`src/rtl/tcp_conn_ctrl.sv`:
```
// Receive-side TCP connection controller: passive-open FSM, per-segment accept/drop, control-segment tx requests.
// Optional idle abort in SYN_RCVD/LAST_ACK is built when TCP_CTRL_TIMEOUT_EN is defined.
//
// conn state  | meaning
// LISTEN      | waiting for a SYN on cfg_local_port
// SYN_RCVD    | SYN|ACK sent, waiting for the final handshake ACK
// ESTABLISHED | in-order payload accepted and acknowledged
// LAST_ACK    | FIN|ACK sent, waiting for the peer's ACK of our FIN
//
// ctl state   | meaning
// IDLE        | wait for valid, checksum-resolved metadata (and a free tx slot if needed)
// EVAL        | consume pulse with accept/drop; commit state, sequence numbers and tx request
// GUARD       | dead cycle while the producer retires the consumed metadata
module tcp_conn_ctrl #(
  parameter logic [15:0] RX_WINDOW = 16'hFFFF
`ifdef TCP_CTRL_TIMEOUT_EN
  , parameter int unsigned TIMEOUT_CYCLES = 1000000
`endif
) (
  input  logic        i_clk,
  input  logic        i_rst,
  input  logic [15:0] i_cfg_local_port,
  input  logic [31:0] i_cfg_isn,
  input  logic        i_meta_valid,
  output logic        o_meta_ready,
  input  logic [15:0] i_meta_src_port,
  input  logic [15:0] i_meta_dst_port,
  input  logic [31:0] i_meta_seq_num,
  input  logic [31:0] i_meta_ack_num,
  input  logic [7:0]  i_meta_flags,
  input  logic [15:0] i_meta_payload_len,
  input  logic        i_meta_checksum_valid,
  input  logic        i_meta_checksum_ok,
  output logic        o_pkt_accept,
  output logic        o_pkt_drop,
  output logic        o_tx_req_valid,
  input  logic        i_tx_req_ready,
  output logic [15:0] o_tx_src_port,
  output logic [15:0] o_tx_dst_port,
  output logic [31:0] o_tx_seq,
  output logic [31:0] o_tx_ack,
  output logic [7:0]  o_tx_flags,
  output logic [15:0] o_tx_window,
  output logic [2:0]  o_conn_state,
  output logic [15:0] o_drop_cnt
);

  typedef enum logic [1:0] {
    CTL_IDLE  = 2'd0,
    CTL_EVAL  = 2'd1,
    CTL_GUARD = 2'd2
  } ctl_t;

  typedef enum logic [2:0] {
    ST_LISTEN   = 3'd0,
    ST_SYN_RCVD = 3'd1,
    ST_ESTAB    = 3'd2,
    ST_LAST_ACK = 3'd3
  } conn_t;

  localparam logic [7:0] FL_ACK     = 8'h10;
  localparam logic [7:0] FL_SYN_ACK = 8'h12;
  localparam logic [7:0] FL_FIN_ACK = 8'h11;

  ctl_t        r_ctl;
  conn_t       r_conn;
  logic [31:0] r_rcv_nxt;
  logic [31:0] r_snd_nxt;
  logic [15:0] r_remote_port;
  logic [15:0] r_drop_cnt;
  logic        r_meta_ready;
  logic        r_pkt_accept;
  logic        r_pkt_drop;
  logic        r_tx_req_valid;
  logic [15:0] r_tx_src_port;
  logic [15:0] r_tx_dst_port;
  logic [31:0] r_tx_seq;
  logic [31:0] r_tx_ack;
  logic [7:0]  r_tx_flags;
  logic [15:0] r_tx_window;

  logic        w_fin;
  logic        w_syn;
  logic        w_rst_flag;
  logic        w_ack_flag;
  logic [31:0] w_rcv_adv;
  logic        w_accept;
  logic        w_count;
  logic        w_data;
  conn_t       w_conn_n;
  logic [31:0] w_rcv_n;
  logic [31:0] w_snd_n;
  logic [15:0] w_remote_n;
  logic        w_tx_load;
  logic [7:0]  w_tx_flags;
  logic [31:0] w_tx_seq;
  logic [31:0] w_tx_ack;
  logic        w_start;
  logic        w_unused;

  assign w_fin      = i_meta_flags[0];
  assign w_syn      = i_meta_flags[1];
  assign w_rst_flag = i_meta_flags[2];
  assign w_ack_flag = i_meta_flags[4];
  assign w_unused   = ^{i_meta_flags[7:5], i_meta_flags[3]};

  // FIN occupies one sequence number on top of the payload.
  assign w_rcv_adv = r_rcv_nxt + {16'd0, i_meta_payload_len} + {31'd0, w_fin};

  // Decision for the segment currently presented; inputs are held until the consume pulse.
  always_comb begin
    w_accept   = 1'b0;
    w_count    = 1'b0;
    w_data     = 1'b0;
    w_conn_n   = r_conn;
    w_rcv_n    = r_rcv_nxt;
    w_snd_n    = r_snd_nxt;
    w_remote_n = r_remote_port;
    w_tx_load  = 1'b0;
    w_tx_flags = 8'h00;
    w_tx_seq   = 32'd0;
    w_tx_ack   = 32'd0;
    if (!i_meta_checksum_ok || (i_meta_dst_port != i_cfg_local_port) ||
        ((r_conn != ST_LISTEN) && (i_meta_src_port != r_remote_port))) begin
      w_count = 1'b1;
    end else if (w_rst_flag) begin
      if (r_conn == ST_LISTEN) w_count  = 1'b1;
      else                     w_conn_n = ST_LISTEN;
    end else begin
      case (r_conn)
        ST_LISTEN: begin
          if (w_syn && !w_ack_flag) begin
            w_remote_n = i_meta_src_port;
            w_rcv_n    = i_meta_seq_num + 32'd1;
            w_snd_n    = i_cfg_isn + 32'd1;
            w_tx_load  = 1'b1;
            w_tx_flags = FL_SYN_ACK;
            w_tx_seq   = i_cfg_isn;
            w_tx_ack   = i_meta_seq_num + 32'd1;
            w_conn_n   = ST_SYN_RCVD;
          end else begin
            w_count = 1'b1;
          end
        end
        ST_SYN_RCVD: begin
          if (w_ack_flag && (i_meta_ack_num == r_snd_nxt)) w_data  = 1'b1;
          else                                             w_count = 1'b1;
        end
        ST_ESTAB: w_data = 1'b1;
        ST_LAST_ACK: begin
          if (w_ack_flag && (i_meta_ack_num == r_snd_nxt)) w_conn_n = ST_LISTEN;
          else                                             w_count  = 1'b1;
        end
        default: w_count = 1'b1;
      endcase
      // Data rule, also reached by the handshake-completing ACK.
      if (w_data) begin
        w_conn_n = ST_ESTAB;
        w_tx_seq = r_snd_nxt;
        if (i_meta_seq_num == r_rcv_nxt) begin
          w_accept = 1'b1;
          w_rcv_n  = w_rcv_adv;
          w_tx_ack = w_rcv_adv;
          if (w_fin) begin
            w_tx_load  = 1'b1;
            w_tx_flags = FL_FIN_ACK;
            w_snd_n    = r_snd_nxt + 32'd1;
            w_conn_n   = ST_LAST_ACK;
          end else if (i_meta_payload_len != 16'd0) begin
            w_tx_load  = 1'b1;
            w_tx_flags = FL_ACK;
          end
        end else begin
          w_count    = 1'b1;
          w_tx_load  = 1'b1;
          w_tx_flags = FL_ACK;
          w_tx_ack   = r_rcv_nxt;
        end
      end
    end
  end

  assign w_start = i_meta_valid && i_meta_checksum_valid && !(w_tx_load && r_tx_req_valid);

`ifdef TCP_CTRL_TIMEOUT_EN
  localparam logic [31:0] TO_LOAD = 32'(TIMEOUT_CYCLES);
  logic [31:0] r_to_cnt;
`endif

  always_ff @(posedge i_clk) begin
    if (i_rst) begin
      r_ctl          <= CTL_IDLE;
      r_conn         <= ST_LISTEN;
      r_rcv_nxt      <= 32'd0;
      r_snd_nxt      <= 32'd0;
      r_remote_port  <= 16'd0;
      r_drop_cnt     <= 16'd0;
      r_meta_ready   <= 1'b0;
      r_pkt_accept   <= 1'b0;
      r_pkt_drop     <= 1'b0;
      r_tx_req_valid <= 1'b0;
      r_tx_src_port  <= 16'd0;
      r_tx_dst_port  <= 16'd0;
      r_tx_seq       <= 32'd0;
      r_tx_ack       <= 32'd0;
      r_tx_flags     <= 8'h00;
      r_tx_window    <= 16'd0;
`ifdef TCP_CTRL_TIMEOUT_EN
      r_to_cnt       <= TO_LOAD;
`endif
    end else begin
      r_meta_ready <= 1'b0;
      r_pkt_accept <= 1'b0;
      r_pkt_drop   <= 1'b0;
      if (r_tx_req_valid && i_tx_req_ready) r_tx_req_valid <= 1'b0;
      case (r_ctl)
        CTL_IDLE: begin
          if (w_start) begin
            r_ctl        <= CTL_EVAL;
            r_meta_ready <= 1'b1;
            r_pkt_accept <= w_accept;
            r_pkt_drop   <= !w_accept;
          end
        end
        CTL_EVAL: begin
          r_ctl         <= CTL_GUARD;
          r_conn        <= w_conn_n;
          r_rcv_nxt     <= w_rcv_n;
          r_snd_nxt     <= w_snd_n;
          r_remote_port <= w_remote_n;
          if (w_count && (r_drop_cnt != 16'hFFFF)) r_drop_cnt <= r_drop_cnt + 16'd1;
          if (w_tx_load) begin
            r_tx_req_valid <= 1'b1;
            r_tx_src_port  <= i_cfg_local_port;
            r_tx_dst_port  <= w_remote_n;
            r_tx_seq       <= w_tx_seq;
            r_tx_ack       <= w_tx_ack;
            r_tx_flags     <= w_tx_flags;
            r_tx_window    <= RX_WINDOW;
          end
        end
        CTL_GUARD: r_ctl <= CTL_IDLE;
        default:   r_ctl <= CTL_IDLE;
      endcase
`ifdef TCP_CTRL_TIMEOUT_EN
      // Down-counter only runs while half-open/half-closed and no segment is in flight.
      if ((r_ctl == CTL_EVAL) || (r_conn == ST_LISTEN) || (r_conn == ST_ESTAB)) begin
        r_to_cnt <= TO_LOAD;
      end else if ((r_ctl == CTL_IDLE) && !w_start) begin
        if (r_to_cnt <= 32'd1) begin
          r_conn   <= ST_LISTEN;
          r_to_cnt <= TO_LOAD;
        end else begin
          r_to_cnt <= r_to_cnt - 32'd1;
        end
      end
`endif
    end
  end

  assign o_meta_ready   = r_meta_ready;
  assign o_pkt_accept   = r_pkt_accept;
  assign o_pkt_drop     = r_pkt_drop;
  assign o_tx_req_valid = r_tx_req_valid;
  assign o_tx_src_port  = r_tx_src_port;
  assign o_tx_dst_port  = r_tx_dst_port;
  assign o_tx_seq       = r_tx_seq;
  assign o_tx_ack       = r_tx_ack;
  assign o_tx_flags     = r_tx_flags;
  assign o_tx_window    = r_tx_window;
  assign o_conn_state   = r_conn;
  assign o_drop_cnt     = r_drop_cnt;

endmodule

```
`config.mk`:
```
export PLATFORM = sky130hd
export DESIGN_NAME = tcp_conn_ctrl
export DESIGN_NICKNAME = d
export VERILOG_FILES = /design/src/rtl/tcp_conn_ctrl.sv
export SDC_FILE = /design/constraint.sdc
export NUM_CORES = 1
export LEC_CHECK = 0
export BUFFER_PORTS_ARGS = -buffer_cell sky130_fd_sc_hd__buf_2
export CELL_PAD_IN_SITES_DETAIL_PLACEMENT = 0
export CELL_PAD_IN_SITES_GLOBAL_PLACEMENT = 1
export CORE_AREA = 2 2 233 143
export DETAILED_ROUTE_END_ITERATION = 8
export DIE_AREA = 0 0 235 145
export PLACE_DENSITY_LB_ADDON = 0.3
export SLEW_MARGIN = 20
export SYNTH_ARGS = -nofsm -noshare
export SYNTH_HDL_FRONTEND = slang
export SYNTH_SLANG_ARGS = --single-unit
```
`constraint.sdc`:
```
create_clock -name i_clk -period 5.5 [get_ports i_clk]
set_clock_uncertainty 0.15 [all_clocks]
set_input_delay 0.55 -clock i_clk [delete_from_list [all_inputs] [get_ports i_clk]]
set_output_delay 0.55 -clock i_clk [all_outputs]
set_load 0.05 [all_outputs]
```
---- Yosys cells after proc, flatten, opt, wreduce, memory -nomap -nowiden ----
Cells that the tools add are included.
cells by class
  add/sub/neg operators ................... 6
  equal/unequal tests ..................... 13
  multiplexer cells ....................... 70
  bitwise operators ....................... 4
  reduce and logical (&&, ||, !) cells .... 26
operators with widths
  cell                                                              number
  32-bit 2-to-1 mux                                                 20
  32-bit by 1-bit adder with 32-bit output (second input constant)  3
  32-bit == test                                                    2
  16-bit 2-to-1 mux                                                 4
  8-bit 2-to-1 mux                                                  6
  32-bit by 1-bit adder with 32-bit output                          1
  32-bit by 16-bit adder with 32-bit output                         1
  16-bit != test                                                    2
  1-bit 2-to-1 mux                                                  28
  16-bit by 1-bit adder with 16-bit output (second input constant)  1
  16-bit != test (second input constant)                            1
  16-bit nonzero test                                               1
  3-bit 2-to-1 mux                                                  5
  5-bit 2-to-1 mux                                                  2
  1-bit logical AND                                                 8
  3-bit by 2-bit == test with 1-bit output (second input constant)  2
  3-bit one-hot mux with 2 select lines                             1
  6-bit AND reduction                                               1
  1-bit logical NOT                                                 4
  2-bit != test (second input constant)                             2
  4-bit != test (second input constant)                             1
  1-bit inverter                                                    4
  2-bit one-hot mux with 2 select lines                             1
  2-bit AND reduction                                               2
  other kinds (14)                                                  16
storage, ports and cells
  register bits ........................... 210
  input port bits ......................... 174
  output and inout port bits .............. 143
  word-level logic and storage cells ...... 135

---- Longest topological paths before layout ----
  depth after elaboration ................. 15
  mapped depth ............................ 12
  mapped depth without buffers ............ 11

---- Worst setup path before layout ----
Ideal clock, no wire load.
  kind .................................... in2reg
  from .................................... in i_meta_flags[0]
  to ...................................... reg r_rcv_nxt[26]
  library setup time ...................... 70 ps
  arrival ................................. 2926 ps
  required time ........................... 5280 ps
  slack ................................... 2355 ps
  cell stages on the path ................. 12
  path buffers ............................ 1
  cell sequence ........................... fa_1 > inv_1 > fa_1 > nor2b_1 > o31a_1 > o211ai_1 > a21oi_1 > or2_2 > clkbuf_1 > nand3_1 > a221o_1 > a21oi_1
between the ends
  cells in the longest elaborated chain, start to end .. 3
RTL lines
  what                                      RTL line  text
  start, declared                           30        input logic [7:0] i_meta_flags,
  32-bit by 1-bit adder with 32-bit output  108       assign w_rcv_adv = r_rcv_nxt + {16'd0, i_meta_payload_len} + {31'd0, w_fin};
  32-bit 2-to-1 mux                         160       if (i_meta_seq_num == r_rcv_nxt) begin
  32-bit 2-to-1 mux                         157       if (w_data) begin
  end signal, assigned                      228       r_rcv_nxt <= w_rcv_n;
  end, declared                             67        logic [31:0] r_rcv_nxt;
No other way between the ends.
A chain may end at the register's enable or synchronous reset.

---- Worst setup path after layout ----
  from .................................... reg r_snd_nxt[1]
  to ...................................... reg r_tx_seq[15], in the netlist o_tx_seq[15]
between the ends
  cells in the longest elaborated chain, start to end .. 10
  elaborated cells on any way between the ends .. 13
  classes of those cells .................. eq/ne (1); mux (10); reduce/logical (2)
RTL lines
  what                                     RTL line  text
  start, declared                          68        logic [31:0] r_snd_nxt;
  start signal, assigned                   229       r_snd_nxt <= w_snd_n;
  32-bit == test *                         146       if (w_ack_flag && (i_meta_ack_num == r_snd_nxt)) w_data = 1'b1;
  1-bit logical AND *                      146
  1-bit 2-to-1 mux *                       146
  1-bit one-hot mux with 2 select lines *  130       case (r_conn)
  1-bit 2-to-1 mux *                       126       end else if (w_rst_flag) begin
  1-bit 2-to-1 mux *                       123       if (!i_meta_checksum_ok || (i_meta_dst_port != i_cfg_local_port) ||
  1-bit 2-to-1 mux                         157
  1-bit 2-to-1 mux                         126
  1-bit 2-to-1 mux                         123
  2-bit AND reduction (no line)            -
  end signal, assigned                     236       r_tx_seq <= w_tx_seq;
  end, declared                            77        logic [31:0] r_tx_seq;
Every way passes the cells marked *; elsewhere a longest branch is shown, timed or not. The select of a mux whose other input is x is not followed.

==> reports/metrics.yaml <==
critPathLaunchType: "flop"
io_buffers: 306
cp.required_ns: 5.72
dp_hpwl_um: 37210
postRouteAntennaNets: 0
die_w_um: 235
switching_share: 0.2642
dieArea_sq_um: 34080
ys_async_sr_fraction: 0
end_kind: "flop"
max-cap-violations: 0
drtIter0Drc: 1520
r2r-end: "o_tx_seq[15]$_SDFFE_PP0P_"
yosysUniqueCellTypes: 74
ir_drop_v: 0.0002025
wl_um: 51760
min_path_type: "input pin to flop"
combPwrFrac: 0.106
seq_power_share: 0.435
clkPwrFrac: 0.459
slew-limit-headroom: 0.2794
synth_commonest_cells: "204 x dfxtp_1, 185 x nor2_1, 179 x nand2_1"
fin_crit_sh: 0.8095
cts_resized: 0
p_switching_uw: 905.2
achievable-frequency_mhz: 224.6
hold_end: "o_tx_src_port[14]$_SDFFE_PP0P_"
nets: 2216
clk_latency_ns: 0.54
leakagePower_nw: 6.431
grt-ovfl-total: 0
cts.clk_slew.worst_paths_ns: 0.06
arrival_ns: 4.67
yosys_warnings: 0
hold_depth: 3
cts_sinks: 204
outcome: "completed"
synth_edf_count: 0
synthCells: 1806
crit_fanout: 49
drive_gt1_frac: 0.2024
setup_violations: 0
hold_buffers: 0
post_drt_wl_per_cell_um: 21.04
vias: 14420
rr_worst_depth: 9
vias_per_cell: 5.861
synth.area.top_cells: "dfxtp_1 30%, xor2_1 7.5%, a211oi_1 5.5%, nor2_1 5.1%, nand2_1 4.9%"
clk_path_buf_depth: 3
path_class: "flop to flop"
grt_pass1_wl_um: 78700
netlist.area_leader.share: 0.3007
cts_setup_buffers: 0
hold_viol: 0
yosysMostFrequentCell: "dfxtp_1"
grt_pass1_vias: 13090
initial_core_util: 0.4248
core_region_area_sq_um: 31970
cts.htree.levels: 1
r2r-start: "r_snd_nxt[1]$_SDFFE_PP0P_"
syn_avg_cell_area_sq_um: 7.520
ys_ff_latch: 204
cts_buffers: 23
r2r_setup_slack_ns: 1.05
tritoncts: "yes"
critical_path.cell_chain: "xor2_1, nor4_1, nand4_1, o41a_4, o31ai_4, nand2_2, buf_4, a211oi_1, nor3_1"
die_h_um: 145
antenna_found_initial: 5
grt_max_degree: 110
gp_congestion: 0.9289
fill_cells: 3220
dp.cells: 2415
worst_pin_slew_ns: 1.071
synthFlopType: "dfxtp_1"
fp-row-count: 51
syn_area_sq_um: 13580
powerDensity_nw_per_um2: 214.8
synth-seq-area-share: 0.3007
ios: 317
cpPeakStageDelay_ns: 0.94
drc_errors: 0
final_cells: 2460
fin_tns_setup_ns: 0
internal_power_mw: 2.521
min_from: "i_cfg_local_port[14]"
dr.pass1.iters: 5
area_growth_pct: 17.42
yosysTopAreaCell: "dfxtp_1"
period_needed_ns: 4.452
cts-root-buf: "clkbuf_16"
grt.total_usage: 0.2901
slew_violations: 0
rsz0062_at_grt: "false"
cpMaxStageDelayCell: "nor4_1"
metal layers:
layer | part of all wire | wire length (um) | vias to the layer above | GRT usage
li1 | - | - | 6916 | -
met1 | 0.48 | 25000 | 6780 | 0.4496
met2 | 0.40 | 20800 | 660 | 0.4013
met3 | 0.097 | 5013 | 62 | 0.06317
met4 | 0.018 | 944 | 0 | 0.06519
met5 | 0 | 0 | - | 0
worst max-delay path: cells and delay by family, from the launching register on:
kind | cells | cell delay (ns)
simple gates | 4 | 1.63
compound gates | 3 | 1.41
flops | 1 | 0.47
buf+inv | 1 | 0.40
xor+xnor | 1 | 0.19
cells in the final DEF, fill, tap and decap left out, drive strengths merged, types with 6 or more instances in the layout:
cell type,Yosys,routed
or3,15,15
a31oi,10,10
a211oi,99,99
inv,30,30
and2,12,12
xnor2,63,63
mux2,7,7
o211ai,11,11
clkinv,0,6
nor3,103,103
or4,11,11
a21o,17,17
or2,10,10
a221oi,6,6
xor2,117,117
mux2i,6,6
nor2b,9,9
nor4,40,40
o21ai,71,71
nor2,186,186
o31ai,19,19
nand4,35,35
nand3,72,72
o21bai,13,13
and4,10,10
a31o,9,9
and3,68,68
a21oi,127,127
ha,24,24
clkbuf,98,30
dfxtp,204,204
a311oi,9,9
nand2b,7,7
buf,55,333
nand2,180,180
conb,1,6
power groups by stage:
| stage | sequential [mW] | combinational, mW | clock (mW) |
|---|---|---|---|
| global placement | 1.52 | 0.351 | 0 |
| global route | 1.49 | 0.390 | 1.66 |
| CTS | 1.49 | 0.354 | 1.60 |
| detailed placement | 1.52 | 0.352 | 0 |
| floorplan | 1.53 | 0.193 | 0 |
| finish | 1.49 | 0.362 | 1.57 |
metrics by stage:
step | power (mW) | hold WS, ns | util | worst slack [ns] | instance area [sq um]
2_1_floorplan | 1.720 | 0.3223 | - | 2.355 | 13600
3_3_place_gp | 1.875 | 0.2833 | 0.4754 | 1.172 | 15200
3_5_place_dp | 1.876 | 0.2910 | 0.4754 | 1.107 | 15200
4_1_cts | 3.445 | 0.1266 | 0.4985 | 1.291 | 15940
5_1_grt | 3.542 | 0.1383 | 0.4988 | 0.8730 | 15950
6_report | 3.426 | 0.1452 | 0.4988 | 1.048 | 15950
worst max path at each step:
stage | start | endpoint | slack (ns) | cells after the start
after floorplan | i_meta_flags[0] | r_rcv_nxt[26]$_SDFFE_PP0P_ | 2.35 | 12
after global placement | i_meta_ack_num[1] | o_tx_seq[15]$_SDFFE_PP0P_ | 1.17 | 10
after detailed placement | i_meta_src_port[11] | r_snd_nxt[11]$_SDFFE_PP0P_ | 1.11 | 9
after CTS | r_snd_nxt[1]$_SDFFE_PP0P_ | o_tx_seq[13]$_SDFFE_PP0P_ | 1.29 | 9
after global routing | r_snd_nxt[1]$_SDFFE_PP0P_ | r_rcv_nxt[27]$_SDFFE_PP0P_ | 0.87 | 10
final | r_snd_nxt[1]$_SDFFE_PP0P_ | o_tx_seq[15]$_SDFFE_PP0P_ | 1.05 | 9
logic make-up after synthesis:
group           share of synthesized area
compound gates                     0.2130
xor+xnor                           0.1166
fa+ha+maj                         0.02506
buf+inv                           0.06135
flops                              0.3007
mux                               0.01023
other cells                     0.0002761
simple gates                       0.2728
sequential cells by signal, summed over array words and instances (netlist names):
register	count
o_tx_dst_port	16
o_tx_seq	32
o_tx_flags	3
o_conn_state	2
r_ctl	2
r_remote_port	16
o_tx_window	1
r_rcv_nxt	32
o_tx_ack	32
o_tx_src_port	16
o_pkt_accept	1
o_meta_ready	1
r_snd_nxt	32
o_pkt_drop	1
o_tx_req_valid	1
o_drop_cnt	16
final cells by class:
class,count,area [sq um],share of cell area
Sequential cell,204,4084,0.2561
Multi-Input combinational cell,1424,8718,0.5467
Antenna cell,5,12.51,0.0007846
Clock buffer,30,631.9,0.03962
Tap cell,424,530.5,0.03327
Timing Repair Buffer,333,1753,0.1099
Inverter,30,112.6,0.007061
Clock inverter,10,105.1,0.006590
No activity file was read; power rests on OpenSTA's default activity.
